File: src/rtl/rob_entry_queue.sv
// rtl/rob_entry_queue.sv - reorder buffer: in-order allocate, out-of-order writeback, in-order retire
`ifndef RF_ADDR_BUS_WIDTH
`define RF_ADDR_BUS_WIDTH 5
`endif
`ifndef EXC_TYPE_BUS_WIDTH
`define EXC_TYPE_BUS_WIDTH 5
`endif
`ifndef ADDR_BUS_WIDTH
`define ADDR_BUS_WIDTH 32
`endif
`ifndef DATA_BUS_WIDTH
`define DATA_BUS_WIDTH 32
`endif

module rob_entry_queue #(
    parameter int ROB_DEPTH      = 8,
    parameter int ROB_ADDR_WIDTH = 3
) (
    input  logic                             clk,
    input  logic                             rst,
    input  logic                             flush,
    input  logic                             alloc_en,
    input  logic                             alloc_reg_write_en,
    input  logic [`RF_ADDR_BUS_WIDTH-1:0]    alloc_reg_write_addr,
    input  logic [`EXC_TYPE_BUS_WIDTH-1:0]   alloc_exception_type,
    input  logic                             alloc_is_delayslot,
    input  logic [`ADDR_BUS_WIDTH-1:0]       alloc_pc,
    output logic                             rob_full,
    output logic [ROB_ADDR_WIDTH-1:0]        alloc_id,
    input  logic                             wb_en,
    input  logic [ROB_ADDR_WIDTH-1:0]        wb_id,
    input  logic [`DATA_BUS_WIDTH-1:0]       wb_data,
    input  logic [`EXC_TYPE_BUS_WIDTH-1:0]   wb_exception_type,
    input  logic                             commit_ready,
    output logic                             commit_en,
    output logic                             commit_reg_write_en,
    output logic [`RF_ADDR_BUS_WIDTH-1:0]    commit_reg_write_addr,
    output logic [`DATA_BUS_WIDTH-1:0]       commit_data,
    output logic [`EXC_TYPE_BUS_WIDTH-1:0]   commit_exception_type,
    output logic                             commit_is_delayslot,
    output logic [`ADDR_BUS_WIDTH-1:0]       commit_pc,
    output logic [ROB_ADDR_WIDTH:0]          rob_count
);

    localparam logic [ROB_ADDR_WIDTH:0]   CNT_FULL = (ROB_ADDR_WIDTH+1)'(ROB_DEPTH);
    localparam logic [ROB_ADDR_WIDTH:0]   CNT_ONE  = (ROB_ADDR_WIDTH+1)'(1);
    localparam logic [ROB_ADDR_WIDTH-1:0] PTR_ONE  = ROB_ADDR_WIDTH'(1);

    logic [ROB_ADDR_WIDTH-1:0] head_q;
    logic [ROB_ADDR_WIDTH-1:0] tail_q;
    logic [ROB_ADDR_WIDTH:0]   count_q;
    logic [ROB_ADDR_WIDTH:0]   count_d;
    logic [ROB_DEPTH-1:0]      valid_q;
    logic [ROB_DEPTH-1:0]      done_q;

    logic                           reg_write_en_q   [ROB_DEPTH];
    logic [`RF_ADDR_BUS_WIDTH-1:0]  reg_write_addr_q [ROB_DEPTH];
    logic [`EXC_TYPE_BUS_WIDTH-1:0] exception_type_q [ROB_DEPTH];
    logic                           is_delayslot_q   [ROB_DEPTH];
    logic [`ADDR_BUS_WIDTH-1:0]     pc_q             [ROB_DEPTH];
    logic [`DATA_BUS_WIDTH-1:0]     data_q           [ROB_DEPTH];

    logic alloc_fire;
    logic wb_fire;
    logic retire_fire;

    assign rob_full  = (count_q == CNT_FULL);
    assign alloc_id  = tail_q;
    assign rob_count = count_q;

    // All decisions use pre-edge state, so a same-cycle writeback never enables a retire
    // and never lands in a slot that is only being allocated this cycle.
    assign alloc_fire  = alloc_en && !rob_full && !flush;
    assign wb_fire     = wb_en && valid_q[wb_id] && !flush;
    assign retire_fire = commit_en && commit_ready && !flush;

    always_comb begin
        count_d = count_q;
        case ({alloc_fire, retire_fire})
            2'b10:   count_d = count_q + CNT_ONE;
            2'b01:   count_d = count_q - CNT_ONE;
            default: count_d = count_q;
        endcase
    end

    always_comb begin
        commit_en             = valid_q[head_q] && done_q[head_q];
        commit_reg_write_en   = 1'b0;
        commit_reg_write_addr = '0;
        commit_data           = '0;
        commit_exception_type = '0;
        commit_is_delayslot   = 1'b0;
        commit_pc             = '0;
        if (commit_en) begin
            commit_reg_write_en   = reg_write_en_q[head_q];
            commit_reg_write_addr = reg_write_addr_q[head_q];
            commit_data           = data_q[head_q];
            commit_exception_type = exception_type_q[head_q];
            commit_is_delayslot   = is_delayslot_q[head_q];
            commit_pc             = pc_q[head_q];
        end
    end

    // Control state: pointers, occupancy and per-entry valid/done flags.
    always_ff @(posedge clk or negedge rst) begin
        if (!rst) begin
            head_q  <= '0;
            tail_q  <= '0;
            count_q <= '0;
            valid_q <= '0;
            done_q  <= '0;
        end else if (flush) begin
            head_q  <= '0;
            tail_q  <= '0;
            count_q <= '0;
            valid_q <= '0;
            done_q  <= '0;
        end else begin
            if (alloc_fire) begin
                valid_q[tail_q] <= 1'b1;
                done_q[tail_q]  <= 1'b0;
                tail_q          <= tail_q + PTR_ONE;
            end
            if (wb_fire) begin
                done_q[wb_id] <= 1'b1;
            end
            // Retire last so it overrides a redundant writeback to the retiring head.
            if (retire_fire) begin
                valid_q[head_q] <= 1'b0;
                done_q[head_q]  <= 1'b0;
                head_q          <= head_q + PTR_ONE;
            end
            count_q <= count_d;
        end
    end

    // Payload storage needs no reset: it is only observed through a valid, done entry.
    always_ff @(posedge clk) begin
        if (alloc_fire) begin
            reg_write_en_q[tail_q]   <= alloc_reg_write_en;
            reg_write_addr_q[tail_q] <= alloc_reg_write_addr;
            exception_type_q[tail_q] <= alloc_exception_type;
            is_delayslot_q[tail_q]   <= alloc_is_delayslot;
            pc_q[tail_q]             <= alloc_pc;
            data_q[tail_q]           <= '0;
        end
        if (wb_fire) begin
            data_q[wb_id]           <= wb_data;
            exception_type_q[wb_id] <= exception_type_q[wb_id] | wb_exception_type;
        end
    end

endmodule
File: config.mk
export PLATFORM = sky130hd
export DESIGN_NAME = rob_entry_queue
export DESIGN_NICKNAME = d
export VERILOG_FILES = /design/src/rtl/rob_entry_queue.sv
export SDC_FILE = /design/constraint.sdc
export NUM_CORES = 1
export LEC_CHECK = 0
export CAP_MARGIN = 15
export CORE_MARGIN = 8
export CORE_UTILIZATION = 59
export CTS_CLUSTER_DIAMETER = 200
export DETAILED_ROUTE_END_ITERATION = 16
export PLACE_DENSITY = 0.9
export SLEW_MARGIN = 10
export SYNTH_ARGS = -nofsm -noshare
export SYNTH_HDL_FRONTEND = slang
export SYNTH_SLANG_ARGS = --single-unit
File: constraint.sdc
create_clock -name clk -period 4.6 [get_ports clk]
set_clock_uncertainty 0.15 [all_clocks]
set_input_delay 1.38 -clock clk [delete_from_list [all_inputs] [get_ports clk]]
set_output_delay 1.38 -clock clk [all_outputs]
set_load 0.05 [all_outputs]
# Yosys cells after proc, flatten, opt, wreduce, memory -nomap -nowiden
# Memories as Yosys holds them, arrays and structs flattened.
# Index checks and enable logic that the tools add are counted.
[totals]
mem_bits_rw = 608
inputBits = 90
elab_cells = 85
reg_bits = 26
memories = 6
[memory_table]
columns = ["name", "depth", "width", "rd", "rd_clocked_by_memory_dff", "write_ports", "line_no", "rtl"]
rows = [
  ["data_q", 8, 32, 1, 0, 2, "61", "logic [`DATA_BUS_WIDTH-1:0] data_q [ROB_DEPTH];"],
  ["pc_q", 8, 32, 1, 0, 1, "60", "logic [`ADDR_BUS_WIDTH-1:0] pc_q [ROB_DEPTH];"],
  ["exception_type_q", 8, 5, 2, 0, 2, "58", "logic [`EXC_TYPE_BUS_WIDTH-1:0] exception_type_q [ROB_DEPTH];"],
  ["reg_write_addr_q", 8, 5, 1, 0, 1, "57", "logic [`RF_ADDR_BUS_WIDTH-1:0] reg_write_addr_q [ROB_DEPTH];"],
  ["is_delayslot_q", 8, 1, 1, 0, 1, "59", "logic is_delayslot_q [ROB_DEPTH];"],
  ["reg_write_en_q", 8, 1, 1, 0, 1, "56", "logic reg_write_en_q [ROB_DEPTH];"],
]
[op_classes]
eq_ne = 3
n_reduce_logical = 15
n_mux = 38
bitwise_logic = 8
magnitude_cmp = 6
add_sub_neg = 4
[ops]
columns = ["cell", "count"]
rows = [
  ["2-to-1 mux 8 bit", 10],
  ["2-to-1 mux 32 bit", 2],
  ["bitwise AND 8 bit", 3],
  ["inverter 8 bit", 2],
  ["OR 8 bit", 2],
  ["less-than comparator 3 x 4 -> 1 bit (second input constant)", 3],
  ["2-to-1 mux 1 bit", 12],
  ["2-to-1 mux 3 bit", 4],
  ["logical AND 1 bit", 10],
  ["2-to-1 mux 5 bit", 2],
  ["binary-select mux 1 bit (select 3 bit)", 3],
  ["demux 1 bit (select 3 bit)", 3],
  [">= comparator 3 x 1 -> 1 bit (second input constant)", 3],
  ["case mux 4 bit (2 select lines)", 1],
  ["adder 3 x 1 -> 3 bit (second input constant)", 2],
  ["OR 5 bit", 1],
  ["adder 4 x 1 -> 4 bit (second input constant)", 1],
  ["equality test 4 bit (second input constant)", 1],
  ["2-to-1 mux 4 bit", 1],
  ["nonzero test 2 bit", 2],
  ["subtractor 4 x 1 -> 4 bit (second input constant)", 1],
  ["nonzero test 3 bit", 1],
  ["equality test 2 x 1 -> 1 bit (second input constant)", 1],
  ["equality test 2 bit (second input constant)", 1],
  ["logical NOT 1 bit", 2],
]

# Logic depth before layout (Yosys ltp)
# Gate-level depths: netlist of the first run.
[depth]
ltp_word = 14
ltp_mapped = 11
ltp_nobuf = 10

# Worst setup path before layout of the first run
# Ideal clock, no wire load.
[synth_path]
kind = "input to register"
startpoint = "input port flush"
endpoint = "memory data_q[6][0] (netlist name) (enable)"
path_slack_ns = -0.530
setup_time_ns = 0.483
required_time_ns = 3.967
stages = 4
arrival_time_ns = 4.497
cell_sequence = "clkbuf_1 -> nor2b_1 -> nand2_1 -> o21ai_0"
[synth_lines]
columns = ["element", "line_no", "rtl"]
rows = [
  ["from (decl)", "21", "input logic flush,"],
  ["to (decl)", "61", ""],
]

# Worst setup path after layout of the first run
[layout_path]
startpoint = "register head_q[0]"
endpoint = "output port commit_data[8]"
[layout_via]
elab_chain_cells = 4
word_cells_on_any_way = 7
cone_classes = "5 x mux; 1 x reduce/logical; 1 x memory"
[layout_rtl]
columns = ["element", "line_no", "rtl"]
rows = [
  ["from (decl)", "49", "logic [ROB_ADDR_WIDTH-1:0] head_q;"],
  ["from (signal assigned)", "131", "head_q <= head_q + PTR_ONE;"],
  ["binary-select mux 1 bit (select 3 bit)", "87", "commit_en = valid_q[head_q] && done_q[head_q];"],
  ["2-to-1 mux 1 bit (implied by the code)", "87", ""],
  ["logical AND 1 bit", "87", ""],
  ["2-to-1 mux 32 bit (*)", "94", "if (commit_en) begin"],
  ["to (decl)", "38", "output logic [`DATA_BUS_WIDTH-1:0] commit_data,"],
]
# Every way passes the cells marked *; elsewhere a longest branch is shown, timed or not. The select of a mux whose other input is x is not followed.

==> flow_summary_export.csv, run 1 <==
group,metric,value,unit
run_status,outcome,"completed",
cts,h-tree-depth,2,
grt,first_global_vias,16900,
sta,slew_viol_final,0,
worst_setup_path,cp_max_fo,17,
final_layout,ff_latch_area,18900,µm²
die,rows,78,
final_layout,nets,1928,
cts,cts-hold-fix-buffers,0,
synthesis,ys_seq_area_frac,0.701,
worst_setup_path,crit_required,3.07,ns
cts,clockBufferDepth,3,
sta,hold_viol,0,
sta,setup_tns,0,ns
worst_setup_path,end_kind,"output pin",
worst_setup_path,critPathTopFamily,"multiplexers",
detailed_routing,avgRoutedWirePerCell,28.7,µm
synthesis,synth_top_area_share,0.677,
die,die_h,230,µm
final_layout,areaGrowthSynthToFinish,22.2,%
synthesis,yosysWarnings,0,
sta,min_period_over_period,0.980,
worst_setup_path,cp_num_buf_inv,3,
synthesis,synth_nets,1738,
sta,rsz0062_at_grt,"false",
final_layout,nFillCells,2457,
detailed_routing,drt_iter0_markers,1824,
die,io_pins,175,
final_layout,final_area,33000,µm²
cts,clockRootBuffer,"clkbuf_16",
die,fp.coreArea,45300,µm²
power_and_ir_drop,power_leakage,0.0108,µW
synthesis,yosys-top-cells-count,"608 x edfxtp_1, 263 x and2_1, 165 x nand2_1, 157 x mux4_2, 126 x a21oi_1",
power_and_ir_drop,power.density,364,nW/µm²
sta,period_minus_slack,4.51,ns
worst_setup_path,cpPeakStageDelay,0.64,ns
grt,grt-ovfl-total,0,
synthesis,synthCells,1644,
grt,grt_pass1_wl,106000,µm
synthesis,synth_area,27000,µm²
synthesis,synth_area_leaders,"edfxtp_1 68%, mux4_2 13%, and2_1 6.1%",
worst_setup_path,slowest_stage,"mux4_4",
cts,cts_tree,"yes",
detailed_routing,dr.pass1.iters,5,
sta,setup_viol,0,
grt,grt_usage,0.264,
power_and_ir_drop,ir_drop,0.000362,V
detailed_routing,wl,71500,µm
worst_setup_path,startpoint_type,"register",
place,hpwlAfterDp,39200,µm
synthesis,synth_seq_cells,634,
synthesis,synth_ff_type,"edfxtp_1",
sta,slew_headroom,0.212,
synthesis,synthArstFlopShare,0.0410,
sta,worst_slew_pin_slew,1.18,ns
sta,max_freq,222,MHz
final_layout,drive_gt1_frac,0.257,
die,start_util,0.596,
cts,cts.sinks,634,
synthesis,synth_top_cell_by_area,"edfxtp_1",
place,port_buffers,174,
min_path,hold_class,"register to register",
worst_setup_path,crit_arrival,2.98,ns
synthesis,yosysMostFrequentCell,"edfxtp_1",
cts,worst_skew_pair.late_latency,0.63,ns
grt,grt_max_degree,82,
place,gp_congestion,0.876,
final_layout,multi_input_area,7970,µm²
worst_setup_path,critPathKind,"register to output pin",
worst_setup_path,path_cells,"nand3b_1, and2_1, mux4_4, buf_12, buf_6, a21oi_2, buf_12",
synthesis,synth_edf_count,608,
cts,cts_buffers,61,
grt,antenna_found_initial,4,
detailed_routing,ant_nets,0,
detailed_routing,via_count,16172,
cts,clk_pin_slew,0.07,ns
place,post_dp_cell_area,30500,µm²
detailed_routing,routed_via_density,6.50,
job,cap_violations,0,
synthesis,synth.distinct_cells,42,
die,die_x,230,µm
die,dieArea,52800,µm²
worst_setup_path,cp_common_cell,"buf_12",
detailed_routing,post-route-drc-count,0,
synthesis,syn_avg_cell_area,16.4,µm²
[power breakdown]
part / internal, µW / switching, µW / total, µW
logic: 165 / 246 / 411
registers: 6370 / 31.2 / 6400
clock network: 3000 / 2210 / 5210
[flip-flops by register name, indices dropped and copies added (netlist names), 4 cells and up]
signal and flops:
reg_write_en_q 8, data_q 256, reg_write_addr_q 40, exception_type_q 40, is_delayslot_q 8, pc_q 256
valid_q 8, done_q 8, rob_count 4
[path summary, 6_finish.rpt]
check | start | end | slack (ns) | depth (start not counted)
min | done_q[5] | done_q[5] | 0.40 | 2
max reg2reg | head_q[1] | rob_count[3] | 1.06 | 11
min reg2reg | done_q[5] | done_q[5] | 0.40 | 2
min in group asynchronous | rst | rob_count[0] | 0.98 | 2
max | head_q[0] | commit_data[8] | 0.09 | 7
max in group asynchronous | rst | head_q[1] | 3.03 | 2
[repair_timing]
action / 4_1_cts / 5_1_grt
cloned: 2 / 1
setup endpoints to repair: 70 / 43
gates resized for setup: 57 / 17
endpoints found under the hold margin: 0 / 0
setup buffers: 0 / 4
[through the flow]
| step | setup slack (ns) | total power (µW) | hold WS [ns] | cells | utilization |
|---|---|---|---|---|---|
| final | 0.0915 | 12000 | 0.403 | 2487 | 0.728 |
| after global routing | 0.00538 | 12300 | 0.410 | 2486 | 0.728 |
| after CTS | -0.0329 | 12000 | 0.397 | 2478 | 0.724 |
| after detailed placement | 0.475 | 6910 | 0.382 | 2363 | 0.673 |
| after global placement | 0.504 | 6880 | 0.386 | 2363 | 0.673 |
| after floorplan | 0.222 | 6680 | 0.328 | 1644 | - |
[metal layers]
metal  vias up  GRT usage  wire [µm]
li1       6617          -          -
met1      8257      0.328      25100
met2      1125      0.458      37200
met3       169     0.0495       6880
met4         4     0.0990       2270
met5         -          0         27
[kinds of logic (layout without fill, tap and decap cells)]
family	after synthesis	after routing	synth area share
XOR/XNOR	9	9	0.00292
AND/OR/NAND/NOR	541	541	0.105
adder cells (fa/ha/maj)	4	4	0.00185
other	0	3	0
AO/OA/AOI/OAI	155	155	0.0317
flip-flops	634	634	0.701
multiplexers	179	181	0.140
buffers and inverters	122	360	0.0183
[cell type report]
class                           instances  area share
Antenna cell                            3    0.000228
Multi-Input combinational cell        890       0.242
Sequential cell                       634       0.574
Tap cell                              600      0.0228
Inverter                               11     0.00125
Clock inverter                         39      0.0140
Timing Repair Buffer                  236      0.0976
Clock buffer                           74      0.0487
[cell usage in the layout (no fill, tap or decap), types with 12 or more instances in the layout]
| cell type | instances |
|---|---|
| a21oi_1 | 65 |
| a21oi_2 | 54 |
| and2_1 | 263 |
| buf_12 | 94 |
| buf_4 | 41 |
| clkbuf_16 | 62 |
| clkdlybuf4s50_1 | 97 |
| clkinv_2 | 12 |
| dfrtp_1 | 23 |
| edfxtp_1 | 608 |
| mux4_2 | 158 |
| nand2_1 | 165 |
| nor2_1 | 54 |
[worst reg2reg max path: cells and delay by family (launching register included)]
kind	cells	cell delay, ns
muxes	1	0.13
buffers and inverters	1	0.91
AOI/OAI and AO/OA	3	0.49
adders and majority gates	1	0.35
xor gates and xnor gates	1	0.15
DFF	1	0.47
and+or+nand+nor	4	0.78
No activity file was read; power rests on OpenSTA's default activity.
==> run 2, diff against run 1 <==
--- a/config.mk
+++ b/config.mk
@@ -10,7 +10,7 @@
 export CORE_UTILIZATION = 59
 export CTS_CLUSTER_DIAMETER = 200
 export DETAILED_ROUTE_END_ITERATION = 16
-export PLACE_DENSITY = 0.9
+export PLACE_DENSITY = 0.87
 export SLEW_MARGIN = 10
 export SYNTH_ARGS = -nofsm -noshare
 export SYNTH_HDL_FRONTEND = slang
==> run 2 against run 1 <==
Net effect:
- the run now ends with setup timing left
- total power down 2.1%
- first-iteration DRC count up 12%
- clock power down 4.6%
- cell area down 1.2%
- die area unchanged
- highest routed layer unchanged
- largest power group unchanged
- critical path depth down 1
- core utilization down 0.85 points
- via count down 2.3%
- fmax down 2.7%
- non-clock buffer count down 9
==> flow_summary_export.csv, run 2 (synthesized netlist as in run 1, its figures left out) <==
group,metric,value,unit
power_and_ir_drop,power_leakage,0.0107,µW
cts,clk_pin_slew,0.06,ns
worst_setup_path,cp_max_fo,32,
worst_setup_path,worstReg2RegStart,"head_q[1]",
cts,clockBufferDepth,3,
power_and_ir_drop,ir_drop,0.000427,V
worst_setup_path,crit_arrival,3.10,ns
final_layout,final_area,32600,µm²
final_layout,drive_gt1_frac,0.228,
worst_setup_path,critPathKind,"register to output pin",
sta,timing.hold.ws,0.399,ns
grt,grt_pass1_wl,104000,µm
grt,grt_usage,0.258,
detailed_routing,post-route-drc-count,0,
grt,antenna_found_initial,12,
detailed_routing,wl,68200,µm
final_layout,top_regs,"data_q (256), pc_q (256)",
power_and_ir_drop,finalPower,11800,µW
power_and_ir_drop,power.density,361,nW/µm²
sta,max_freq,216,MHz
sta,worst_slew_pin_slew,1.03,ns
worst_setup_path,startpoint_type,"register",
detailed_routing,drt_iter0_markers,2036,
sta,hold_viol,0,
place,port_buffers,174,
min_path,hold_start,"valid_q[6]",
cts,cts_tree,"yes",
detailed_routing,routed_via_density,6.38,
die,fp.coreArea,45300,µm²
place,post_dp_cell_area,30500,µm²
die,dieArea,52800,µm²
detailed_routing,dr.pass1.iters,5,
detailed_routing,ant_nets,0,
final_layout,nets,1917,
grt,grt_max_degree,103,
sta,slew_headroom,0.313,
run_status,outcome,"finished with violations",
final_layout,nFillCells,2554,
cts,clockRootBuffer,"clkbuf_16",
worst_setup_path,crit_start,"head_q[0]",
sta,setup_viol,8,
place,place_ws,0.427,ns
cts,worst_skew_pair.late_latency,0.62,ns
run_status,violations,"setup timing",
cts,post-cts-setup-buffers,0,
die,rows,78,
cts,cts-hold-fix-buffers,0,
final_layout,final_cell_mix,"608 x edfxtp_1, 263 x and2_1, 165 x nand2_1",
job,cap_violations,0,
grt,first_global_vias,16568,
worst_setup_path,end_kind,"output pin",
final_layout,areaGrowthSynthToFinish,20.8,%
cts,cts_buffers,61,
final_layout,mostFrequentLayoutCell,"edfxtp_1",
die,io_pins,175,
sta,rsz0062_at_grt,"true",
sta,slew_viol_final,0,
detailed_routing,via_count,15805,
die,die_h,230,µm
sta,min_period_over_period,1.01,
detailed_routing,avgRoutedWirePerCell,27.5,µm
cts,cts_resized,4,
min_path,hold_class,"register to register",
worst_setup_path,crit_required,3.07,ns
die,die_x,230,µm
grt,grt-ovfl-total,0,
die,start_util,0.596,
place,hpwlAfterDp,38900,µm
cts,h-tree-depth,2,
place,gp_congestion,0.817,
cts,cts.sinks,634,
sta,period_minus_slack,4.63,ns
sta,setup_ws,-0.0314,ns
run 2: cell types whose count changed in the layout (fill, tap and decap cells not counted), sizes merged, moves of 2 or more:
| cell | previous run | this run |
|---|---|---|
| clkbuf | 75 | 88 |
| bufinv | 9 | 5 |
| mux4 | 159 | 157 |
| buf | 138 | 130 |
| diode | 3 | 7 |
| clkinv | 25 | 15 |
run 2: metrics by stage:
step,utilization,setup TNS [ns],instances
global route,0.720,-1.40,2476
floorplan,-,0,1644
CTS,0.718,-0.207,2472
global placement,0.674,0,2360
detailed placement,0.674,0,2360
finish,0.720,-0.0970,2479
run 2: worst paths after layout:
path,endpoint,slack [ns],cells past startpoint
setup / recovery,commit_data[14],-0.03,6
hold reg to reg,valid_q[6],0.40,1
min in group asynchronous,rob_count[2],1.06,1
hold / removal,valid_q[6],0.40,1
setup reg to reg,rob_count[3],1.40,11
max in group asynchronous,valid_q[7],2.58,2
run 2: critical path, stage by stage (launching register included):
cell      delay [ns]
dfrtp_4         0.58
nand3b_1        0.21
and2_1          0.17
mux4_4          0.64
buf_4           0.30
a21oi_1         0.35
buf_12          0.18
run 2: final cells by class:
cell class / count / area, µm² / area share
Sequential cell: 634 / 18900 / 0.580
Multi-Input combinational cell: 888 / 7720 / 0.237
Timing Repair Buffer: 227 / 3160 / 0.0968
Clock buffer: 88 / 1710 / 0.0524
Tap cell: 600 / 751 / 0.0230
Clock inverter: 24 / 282 / 0.00864
Inverter: 11 / 42.5 / 0.00131
Antenna cell: 7 / 17.5 / 0.000537
run 2: metal layers:
layer / part of all wire / GRT usage / vias up
li1: - / - / 6594
met1: 0.36 / 0.324 / 8100
met2: 0.52 / 0.437 / 923
met3: 0.089 / 0.0561 / 176
met4: 0.035 / 0.0986 / 12
met5: 0.0011 / 0 / -
run 2: where the power goes:
group          switching (µW)  leakage (µW)  internal [µW]
combinational             232       0.00399            165
sequential               31.6       0.00572           6370
clock                    2110      0.000958           2860
total                    2370        0.0107           9400
